==> src/rtl/ysyx_23060042_ifu.sv <==
// Instruction fetch unit: holds the PC, issues one imem read at a time, and hands inst/pc to decode.
// Optional perf counters are enabled with `define YSYX_23060042_IFU_PERF_EN.
module ysyx_23060042_ifu #(
    parameter logic [31:0] RESET_PC = 32'h8000_0000
) (
    input  logic        clk,
    input  logic        rst,
    output logic        imem_req_valid,
    input  logic        imem_req_ready,
    output logic [31:0] imem_req_addr,
    input  logic        imem_rsp_valid,
    input  logic [31:0] imem_rsp_data,
    output logic        inst_valid,
    input  logic        inst_ready,
    output logic [31:0] inst,
    output logic [31:0] inst_pc,
    input  logic        redirect_valid,
    input  logic [31:0] redirect_pc
`ifdef YSYX_23060042_IFU_PERF_EN
    ,
    output logic [63:0] perf_fetch_cnt,
    output logic [63:0] perf_stall_cnt
`endif
);

    typedef enum logic [1:0] {S_REQ, S_WAIT, S_HOLD} state_t;

    state_t      r_state;
    logic        r_kill;
    logic [31:0] r_pc;
    logic [31:0] r_inst;
    logic [31:0] r_inst_pc;
    logic [31:0] w_redir_pc;

    assign w_redir_pc     = {redirect_pc[31:2], 2'b00};
    assign imem_req_valid = (r_state == S_REQ) && !rst;
    assign imem_req_addr  = r_pc;
    assign inst_valid     = (r_state == S_HOLD);
    assign inst           = r_inst;
    assign inst_pc        = r_inst_pc;

    always_ff @(posedge clk) begin
        if (rst) begin
            r_state   <= S_REQ;
            r_kill    <= 1'b0;
            r_pc      <= RESET_PC;
            r_inst    <= 32'h0;
            r_inst_pc <= RESET_PC;
        end else begin
            // A redirect always wins the PC; the state case only decides what happens to the fetch.
            if (redirect_valid) r_pc <= w_redir_pc;
            case (r_state)
                S_REQ: begin
                    if (imem_req_ready) begin
                        r_state <= S_WAIT;
                        r_kill  <= redirect_valid;
                    end
                end
                S_WAIT: begin
                    if (imem_rsp_valid) begin
                        if (r_kill || redirect_valid) begin
                            r_kill  <= 1'b0;
                            r_state <= S_REQ;
                        end else begin
                            r_inst    <= imem_rsp_data;
                            r_inst_pc <= r_pc;
                            r_state   <= S_HOLD;
                        end
                    end else if (redirect_valid) begin
                        r_kill <= 1'b1;
                    end
                end
                S_HOLD: begin
                    if (redirect_valid) begin
                        r_state <= S_REQ;
                    end else if (inst_ready) begin
                        r_pc    <= r_pc + 32'd4;
                        r_state <= S_REQ;
                    end
                end
                default: r_state <= S_REQ;
            endcase
        end
    end

`ifdef YSYX_23060042_IFU_PERF_EN
    logic [63:0] r_fetch_cnt;
    logic [63:0] r_stall_cnt;

    always_ff @(posedge clk) begin
        if (rst) begin
            r_fetch_cnt <= 64'd0;
            r_stall_cnt <= 64'd0;
        end else begin
            if (r_state == S_WAIT && imem_rsp_valid && !r_kill && !redirect_valid)
                r_fetch_cnt <= r_fetch_cnt + 64'd1;
            if ((r_state == S_REQ && !imem_req_ready) || r_state == S_WAIT)
                r_stall_cnt <= r_stall_cnt + 64'd1;
        end
    end

    assign perf_fetch_cnt = r_fetch_cnt;
    assign perf_stall_cnt = r_stall_cnt;
`endif

endmodule

==> config.mk <==
export PLATFORM = sky130hd
export DESIGN_NAME = ysyx_23060042_ifu
export DESIGN_NICKNAME = d
export VERILOG_FILES = /design/src/rtl/ysyx_23060042_ifu.sv
export SDC_FILE = /design/constraint.sdc
export NUM_CORES = 1
export LEC_CHECK = 0
export ABC_AREA = 1
export CAP_MARGIN = 20
export CORE_ASPECT_RATIO = 0.7
export CORE_UTILIZATION = 25
export DETAILED_ROUTE_END_ITERATION = 10
export SETUP_SLACK_MARGIN = 0.1
export SKIP_LAST_GASP = 1
export SLEW_MARGIN = 15
export SYNTH_ARGS = -nofsm -noshare
export SYNTH_HDL_FRONTEND = slang
export SYNTH_SLANG_ARGS = --single-unit
==> constraint.sdc <==
create_clock -name clk -period 1.9 [get_ports clk]
set_input_delay 0.285 -clock clk [delete_from_list [all_inputs] [get_ports clk]]
set_output_delay 0.285 -clock clk [all_outputs]
set_load 0.005 [all_outputs]
==> qor.json <==
{
  "synth": {
    "yosysWarnings": 0,
    "number_of_enable_type_register_cells_in_the_synthesized_netlist": 0,
    "mappedNetlistArea_um2": 4690,
    "synth-main-ff-cell": "sky130_fd_sc_hd__dfxtp_1",
    "synth.avg_cell_area_um2": 6.64,
    "async_flop_share": 0,
    "synth.net_count": 777,
    "postSynthCellCount": 706,
    "synth_unique_cells": 32,
    "synth-seq-area-share": 0.423,
    "number_of_synthesized_register_bits": 99
  },
  "timing": {
    "slew_headroom": 0.719,
    "fin_crit_ps": 1760,
    "fin_worst_skew_ps": 9.00,
    "timing.setup.tns_ps": 0,
    "post-route-period-util": 0.927,
    "rsz_0062_raised_after_global_routing": "yes",
    "final-hold-violation-count": 0,
    "timing.final.setup_violations": 0,
    "final-max-slew-violation-count": 0,
    "clock.fmax_ghz": 0.568,
    "worstMarginPinSlew_ps": 420
  },
  "power_and_ir_drop": {
    "ir_worst_vdd_mv": 0.365,
    "internal-power_w": 0.00354,
    "combinationalPowerShare": 0.153,
    "switching_share": 0.270,
    "power.share.clock": 0.381,
    "power-per-cell-area_nw_per_um2": 697,
    "pwr-share-seq": 0.466,
    "p_sw_w": 0.00131,
    "power.leakage_nw": 2.73,
    "total_power_w": 0.00485
  },
  "grt": {
    "grt_pass1_wl_um": 25100,
    "groute.usage.overall": 0.167,
    "vias_in_the_first_global_route": 4604,
    "antenna_found_initial": 1,
    "grt_max_degree": 43,
    "overflow": 0
  },
  "setup_path": {
    "critical_path_arrival_ps": 1480,
    "setup.worst_path.class": "input port to output pin",
    "endpoint_kind": "output pin",
    "timing.critical_path.from_type": "input port",
    "cp.required_ps": 1620,
    "critical_path.reg2reg.startpoint": "imem_req_addr[2]",
    "startpoint": "rst",
    "critical_path.max_fanout": 3
  },
  "clocking": {
    "worst_setup_hold_path_clk_slew_ps": 70,
    "clock_tree.root_cell": "sky130_fd_sc_hd__clkbuf_16",
    "cts_tree": "done",
    "clkSinkCount": 99,
    "cts_made_buffers": 9,
    "worst_skew_pair.late_latency_ps": 360,
    "cts_post_setup_buffers_inserted": 0,
    "h_tree_depth": 3,
    "cts_buffer_depth": 2,
    "cts_hold_buf": 0
  },
  "status": {
    "violations_in_the_final_reports": "design-rule violations",
    "outcome": "finished with violations"
  },
  "final_layout": {
    "antenna-diode-count": 0,
    "syn2layout_area_growth_pct": 48.6,
    "stdcell_area_um2": 6960,
    "design.final.nets": 946,
    "drive_above_1_share": 0.0693,
    "final_cell_count_no_fill": 1116
  },
  "placement": {
    "final_estimated_routing_congestion_in_global_placement": 0.901,
    "dpl.hpwl_um": 12000,
    "placed_cells": 1100,
    "buffer_ports.inserted": 165,
    "detailed_place.area_um2": 6670
  },
  "drt": {
    "first_iter_violations": 426,
    "wirelength_um": 15900,
    "drtPass1Iterations": 8,
    "wl_per_cell_um": 14.2,
    "drcViolationCount": 18,
    "route.antenna.remaining_nets": 0,
    "detailroute.via_count": 5042,
    "vias_per_cell": 4.52
  },
  "floorplan": {
    "design.die.area_um2": 19300,
    "start_util": 0.258,
    "dieWidth_um": 166,
    "row_count": 41,
    "chip_height_um": 117,
    "design.portCount": 168,
    "core_outline_area_um2": 18200
  },
  "hold_path": {
    "hold_path_startpoint": "redirect_valid",
    "min_path_type": "input port to register"
  },
  "flow_run": {
    "max_cap_check_violation_count": 0
  }
}
==> area by class of cell <==
cell class	instances	area, um^2
fillers	1989	11200
multi-input cells	494	2230
flip-flops and latches	99	1980
repair buffers	192	1860
inverters	79	297
well taps	236	295
clock buffers	10	239
clock inverters	6	53.8
==> stage by stage <==
| stage | hold slack, ps | utilization | setup WS [ps] |
|---|---|---|---|
| floorplan | 445 | - | 496 |
| global placement | 450 | 0.367 | 91.0 |
| detailed placement | 454 | 0.367 | 73.1 |
| CTS | 198 | 0.383 | 145 |
| global route | 209 | 0.383 | 82.8 |
| finish | 212 | 0.383 | 140 |
==> path summary, 6_finish.rpt <==
check | endpoint | slack (ps) | cells past startpoint
worst max-delay path | imem_req_valid | 140 | 3
worst min-delay path | imem_req_addr[0] | 210 | 2
worst max register to register | imem_req_addr[26] | 200 | 10
worst min register to register | imem_req_addr[1] | 460 | 2
==> state kept, by name, indices dropped and copies added, names as in the netlist <==
register       count
inst_pc           32
r_kill             1
imem_req_addr     32
r_state            2
inst              32
==> repair_timing <==
action / in CTS / in global routing
gates cloned: 0 / 0
resized for setup: 1 / 2
endpoints found under the setup margin: 1 / 2
endpoints found under the hold margin: 0 / 0
==> cell usage after synthesis (2+ instances only) <==
master	count	area, um^2
sky130_fd_sc_hd__nand2_1	136	510
sky130_fd_sc_hd__nor2_1	127	477
sky130_fd_sc_hd__o21ai_0	109	546
sky130_fd_sc_hd__dfxtp_1	99	1980
sky130_fd_sc_hd__inv_1	73	274
sky130_fd_sc_hd__a21oi_1	53	265
sky130_fd_sc_hd__nand3_1	38	190
sky130_fd_sc_hd__buf_2	13	65.1
sky130_fd_sc_hd__clkbuf_1	13	48.8
sky130_fd_sc_hd__buf_4	5	37.5
sky130_fd_sc_hd__inv_2	5	18.8
sky130_fd_sc_hd__nor3_1	5	25.0
sky130_fd_sc_hd__nor2_2	3	18.8
sky130_fd_sc_hd__o211ai_1	3	22.5
sky130_fd_sc_hd__a21oi_2	2	17.5
sky130_fd_sc_hd__a31oi_1	2	12.5
sky130_fd_sc_hd__buf_6	2	22.5
sky130_fd_sc_hd__nor2_4	2	22.5
sky130_fd_sc_hd__o21ai_1	2	10.0
sky130_fd_sc_hd__o21bai_1	2	15.0
==> metal layers <==
layer | wire [um] | GRT usage
met5 | 0 | 0
met2 | 6340 | 0.239
met1 | 7910 | 0.230
met3 | 1510 | 0.0701
met4 | 131 | 0.0411
==> placed cells by master, fill, tap and decap left out <==
cell type / n
sky130_fd_sc_hd__inv_8: 1
sky130_fd_sc_hd__nand2_2: 1
sky130_fd_sc_hd__nand3_4: 1
sky130_fd_sc_hd__clkbuf_8: 1
sky130_fd_sc_hd__and3_1: 1
sky130_fd_sc_hd__nor2_2: 2
sky130_fd_sc_hd__nand3_1: 38
sky130_fd_sc_hd__a21oi_1: 53
sky130_fd_sc_hd__a31oi_1: 2
sky130_fd_sc_hd__nor2_4: 3
sky130_fd_sc_hd__inv_6: 3
sky130_fd_sc_hd__o2111ai_1: 1
sky130_fd_sc_hd__xnor2_1: 1
sky130_fd_sc_hd__dlygate4sd2_1: 1
sky130_fd_sc_hd__a311oi_2: 1
sky130_fd_sc_hd__xor2_1: 1
sky130_fd_sc_hd__o21ai_0: 109
sky130_fd_sc_hd__clkinv_4: 1
sky130_fd_sc_hd__o211ai_1: 3
sky130_fd_sc_hd__nor3_1: 5
sky130_fd_sc_hd__a21oi_2: 2
sky130_fd_sc_hd__nand4_1: 1
sky130_fd_sc_hd__nand2_1: 136
sky130_fd_sc_hd__nand3b_1: 1
sky130_fd_sc_hd__clkinvlp_4: 1
sky130_fd_sc_hd__inv_2: 7
sky130_fd_sc_hd__o21bai_1: 2
sky130_fd_sc_hd__ha_1: 1
sky130_fd_sc_hd__clkdlybuf4s50_1: 163
sky130_fd_sc_hd__clkbuf_16: 9
sky130_fd_sc_hd__buf_4: 26
sky130_fd_sc_hd__nor2_1: 127
sky130_fd_sc_hd__dfxtp_1: 99
sky130_fd_sc_hd__inv_1: 72
sky130_fd_sc_hd__buf_2: 1
sky130_fd_sc_hd__o21ai_1: 2
sky130_fd_sc_hd__buf_12: 1
==> cells by family (layout without fill, tap and decap cells) <==
| logic type | count (synthesis) | after routing | synth area share |
|---|---|---|---|
| compound gates | 175 | 175 | 0.195 |
| simple gates | 316 | 316 | 0.275 |
| flops | 99 | 99 | 0.423 |
| buf+inv | 113 | 287 | 0.101 |
| xor+xnor | 2 | 2 | 0.00374 |
| fa+ha+maj | 1 | 1 | 0.00267 |
==> power groups by stage <==
stage               clock network, W  logic [W]  registers (W)
finish                       0.00185   0.000743        0.00226
global route                 0.00199   0.000828        0.00228
CTS                          0.00192   0.000747        0.00226
detailed placement                 0   0.000744        0.00231
global placement                   0   0.000742        0.00231
floorplan                          0   0.000295        0.00230
==> worst max-delay path, cell delays in order <==
cell,delay [ps]
sky130_fd_sc_hd__clkdlybuf4s50_1,480
sky130_fd_sc_hd__nor3_1,160
sky130_fd_sc_hd__clkdlybuf4s50_1,550
(Power assumes the default switching activity.)
